===== src/rtl/image_stream_source.sv =====
// Raster-order frame streamer: reads one IMG_WIDTH x IMG_HEIGHT frame from a
// synchronous-read buffer and presents it as a valid-qualified pixel stream.
module image_stream_source #(
    parameter int DATA_WIDHT = 32,
    parameter int IMG_WIDTH  = 220,
    parameter int IMG_HEIGHT = 220,
    parameter int ADDR_WIDTH = 16
) (
    input  logic                  clk,
    input  logic                  rst,
    input  logic                  Start,
    input  logic                  Pause_In,
    output logic                  Mem_Rd_En,
    output logic [ADDR_WIDTH-1:0] Mem_Rd_Addr,
    input  logic [DATA_WIDHT-1:0] Mem_Rd_Data,
    output logic [DATA_WIDHT-1:0] Data_Out,
    output logic                  Valid_Out,
    output logic                  End_Of_Line,
    output logic                  Frame_Done,
    output logic                  Busy
);

    localparam int COL_W = (IMG_WIDTH  > 1) ? $clog2(IMG_WIDTH)  : 1;
    localparam int ROW_W = (IMG_HEIGHT > 1) ? $clog2(IMG_HEIGHT) : 1;

    localparam logic [ADDR_WIDTH-1:0] LAST_ADDR = ADDR_WIDTH'(IMG_WIDTH * IMG_HEIGHT - 1);
    localparam logic [COL_W-1:0]      COL_LAST  = COL_W'(IMG_WIDTH - 1);
    localparam logic [ROW_W-1:0]      ROW_LAST  = ROW_W'(IMG_HEIGHT - 1);

    typedef enum logic [1:0] {
        IDLE,
        STREAM,
        DRAIN
    } state_t;

    state_t                  state_reg;
    logic [ADDR_WIDTH-1:0]   addr_reg;
    logic [COL_W-1:0]        col_reg;
    logic [ROW_W-1:0]        row_reg;
    logic [DATA_WIDHT-1:0]   data_hold_reg;
    logic                    valid_reg;
    logic                    eol_reg;
    logic                    fd_reg;

    assign Mem_Rd_En   = (state_reg == STREAM) && !Pause_In;
    assign Mem_Rd_Addr = addr_reg;
    assign Busy        = (state_reg != IDLE);
    assign Valid_Out   = valid_reg;
    assign End_Of_Line = eol_reg;
    assign Frame_Done  = fd_reg;

    // Read data arrives in the Valid_Out cycle, so pass it straight through and
    // keep a copy so Data_Out holds its last pixel between valid beats.
    assign Data_Out = valid_reg ? Mem_Rd_Data : data_hold_reg;

    always_ff @(posedge clk or negedge rst) begin
        if (!rst) begin
            state_reg     <= IDLE;
            addr_reg      <= '0;
            col_reg       <= '0;
            row_reg       <= '0;
            data_hold_reg <= '0;
            valid_reg     <= 1'b0;
            eol_reg       <= 1'b0;
            fd_reg        <= 1'b0;
        end else begin
            valid_reg <= Mem_Rd_En;
            eol_reg   <= Mem_Rd_En && (col_reg == COL_LAST);
            fd_reg    <= Mem_Rd_En && (addr_reg == LAST_ADDR);
            if (valid_reg) begin
                data_hold_reg <= Mem_Rd_Data;
            end

            case (state_reg)
                IDLE: begin
                    if (Start) begin
                        state_reg <= STREAM;
                        addr_reg  <= '0;
                        col_reg   <= '0;
                        row_reg   <= '0;
                    end
                end
                STREAM: begin
                    if (Mem_Rd_En) begin
                        // Counters stop on the final pixel so the address never
                        // runs past the end of the frame.
                        if ((row_reg == ROW_LAST) && (col_reg == COL_LAST)) begin
                            state_reg <= DRAIN;
                        end else begin
                            addr_reg <= addr_reg + ADDR_WIDTH'(1);
                            if (col_reg == COL_LAST) begin
                                col_reg <= '0;
                                row_reg <= row_reg + ROW_W'(1);
                            end else begin
                                col_reg <= col_reg + COL_W'(1);
                            end
                        end
                    end
                end
                DRAIN: begin
                    state_reg <= IDLE;
                end
                default: begin
                    state_reg <= IDLE;
                end
            endcase
        end
    end

endmodule


===== config.mk =====
export PLATFORM = sky130hd
export DESIGN_NAME = image_stream_source
export DESIGN_NICKNAME = d
export VERILOG_FILES = /design/src/rtl/image_stream_source.sv
export SDC_FILE = /design/constraint.sdc
export NUM_CORES = 1
export LEC_CHECK = 0
export CORE_UTILIZATION = 45
export CTS_CLUSTER_SIZE = 20
export DETAILED_ROUTE_END_ITERATION = 8
export MAX_ROUTING_LAYER = met4
export PLACE_DENSITY = 0.75
export SYNTH_ARGS = -nofsm -noshare
export SYNTH_HDL_FRONTEND = slang
export SYNTH_SLANG_ARGS = --single-unit

===== constraint.sdc =====
create_clock -name clk -period 2.6 [get_ports clk]
set_input_delay 0.52 -clock clk [delete_from_list [all_inputs] [get_ports clk]]
set_output_delay 0.52 -clock clk [all_outputs]
set_load 0.01 [all_outputs]

==> impl_metrics.toml <==
[run_status]
outcome = "finished, final reports clean"

[synth]
synthMostInstantiatedCell = "dfrtp_1"
synth_area_um2 = 3342
netlist_instances = 300
yosys_register_bits = 69
synth_cell_type_count = 50
synth_seq_area_share_pct = 51.67
synth-edff-count = 0
yosys-top-cells-area = "dfrtp_1 (52%), mux2_2 (11%), o31ai_1 (3.1%)"
synth.net_count = 339
list_of_most_frequent_post_synthesis_cells = "dfrtp_1 (69), mux2_2 (33), nand3_1 (15), a31oi_1 (14), o31ai_1 (14)"
fraction_of_synthesized_cell_area_taken_by_the_top_area_cell_type_pct = 51.67
netlist.top_cell.by_area = "dfrtp_1"
post_synth.cell_area_avg_um2 = 11.14
yosysWarningCount = 0
async_reset_ff_share_pct = 100.0
dominantRegCellSynth = "dfrtp_1"

[critical_path]
critical-path-top-delay-family = "buffers and inverters"
timing.critical_path.from_type = "flip-flop"
crit_path_cell_trace = "buf_12, mux2_2, clkdlybuf4s50_1"
crit_type = "flip-flop to primary output"
cp_capture_type = "primary output"
worst_path_max_delay_cell = "clkdlybuf4s50_1"
critPathArrivalTime_ns = 1.81
slowest_delay_ns = 0.50
crit_cells = 3
reg2regPathDepth = 5
worst-path-buf-inv = 2
data_required_time_of_the_critical_path_ns = 2.08
critical_path.max_fanout = 33

[global_routing]
globalRouteTotalUtil_pct = 22.60
grt_overflow = 0
largest_net_degree_at_the_start_of_global_routing = 43
grt_pass1_vias = 2622
antenna_violations_before_repair = 0
grt_pass1_wl_um = 12940

[sta]
report.final.slew_viol_count = 0
tightestPinTransition_ns = 0.6442
maxClockFrequency_mhz = 429.8
finalHoldViolCount = 0
min_period_over_period_pct = 89.49
tns_ns = 0
report.final.setup_viol = 0
worst_clock_skew_ns = 0.007827
timing.slew.headroom_pct = 57.06
rsz_0062_raised_after_global_routing = "false"
worst_path_setup_slack_after_routing_ns = 0.2731
final_critical_delay_including_setup_and_external_delays_ns = 2.327
hold_slack_ns = 0.1973

[power_and_ir_drop]
power_density_nw_per_um2 = 726.1
p_clk_share_pct = 28.6
switchingPower_mw = 1.021
power.switching_fraction_pct = 30.70
finalPower_mw = 3.324
power.ir.vdd_worst_mv = 0.4306
intPower_mw = 2.304
p_comb_share_pct = 27.3
power.sequential.fraction_pct = 44.1
leakage_power_nw = 1.838

[detailed_routing]
drt-wirelength-per-cell_um = 16.47
vias = 2876
first_iter_violations = 141
dr.pass1.iters = 5
drc = 0
post_drt_via_cell_ratio = 5.798
route.antenna.remaining_nets = 0
wirelength_um = 8168

[finish]
final_cell_area_um2 = 4578
number_of_diodes = 0
fin_cells = 496
fraction_of_final_layout_cells_sized_beyond_drive_strength_1_pct = 17.38
flow.area_growth_from_synthesis_pct = 36.99
largest_reg_flops = 32
final_nets = 431
utilization_pct = 63.46

[clock_network]
htreeDepth = 3
cts_hold_repair.buffers = 0
tritoncts.num_buffers = 9
clkSlewWorstSetupHoldPaths_ns = 0.08
numClockSinks = 69
postCtsResizedCells = 0
clock_tree_from_tritoncts = "done"
post-cts-setup-buffer-count = 0
clock_tree.buffer_depth = 2
clk_lat_worst_skew_ns = 0.34
cts_root_buffer = "clkbuf_8"

[floorplanning]
fp.dieW_um = 88.18
start_util_pct = 46.32
core-area_um2 = 7214
core.rowCount = 31
die-height_um = 88.18
ios = 89
floorplan.die_area_um2 = 7775

[placement]
post-dp-hpwl_um = 5769
gp_congestion = 0.8648
dp_cells = 480
buffer_ports.inserted = 88
placement.cell_area_um2 = 4363
dpl_worst_slack_ns = 0.1654

[job]
cap_violations = 0

[min_path]
hp-class = "primary input to async pin"
power groups by stage:
stage          clock network (mW)  logic [mW]  registers, mW
4_1_cts                     0.977       0.916           1.46
2_1_floorplan                   0       0.528           1.41
6_report                    0.952       0.908           1.47
5_1_grt                      1.02        1.00           1.50
3_3_place_gp                    0       0.891           1.47
3_5_place_dp                    0       0.918           1.48
path summary, 6_finish.rpt:
check                           slack, ns               from                end
worst max register to register       0.56         row_reg[0]    Mem_Rd_Addr[12]
worst min-delay path                 0.20                rst  data_hold_reg[10]
worst min register to register       0.50  data_hold_reg[19]  data_hold_reg[19]
worst max-delay path                 0.27          Valid_Out       Data_Out[28]
max in group asynchronous            1.74                rst         row_reg[6]
min in group clk                     0.50  data_hold_reg[19]  data_hold_reg[19]
per-layer routing:
metal	vias up	global-route usage, %	routed length, um	share of wire, %
met4	0	8.211	120	1.5
met3	13	4.524	706	8.6
li1	1344	-	-	-
met2	137	33.36	3703	45
met1	1382	30.87	3638	45
met5	-	-	0	0
layout make-up:
cell class | count | area, um2
sequential | 69 | 1727
clock buffer | 10 | 127.6
tap | 99 | 123.9
fill | 607 | 2636
multi-input combinational | 208 | 1514
clock inverter | 6 | 87.58
timing repair buffer | 98 | 975.9
inverter | 6 | 22.52
kinds of logic after synthesis:
logic type	count (synthesis)	share of synthesized area, %
AO/OA/AOI/OAI	71	14.15
adder cells (fa/ha/maj)	3	1.123
buffers and inverters	23	3.032
flip-flops	69	51.67
multiplexers	35	11.72
AND/OR/NAND/NOR	99	18.31
cells in the final DEF (no fill, tap or decap), drive strengths merged, types with 2 or more instances in the layout:
cell type       n
buf            11
clkdlybuf4s50  87
nand2b          8
o21ai          13
clkinv          4
a311oi          2
nand4           9
dfrtp          69
or4b            2
a21oi          12
inv             6
nor2           12
nor3            5
o41ai           5
a31oi          14
o22ai           2
and4            3
nand3b          3
nand2          12
clkbuf         10
bufinv          2
nor4            6
a41oi           3
or4             5
mux2           33
and2            2
and3            8
ha              3
mux2i           2
o31ai          14
nor2b           2
nand4bb         2
nand3          15
(Power assumes the default switching activity.)
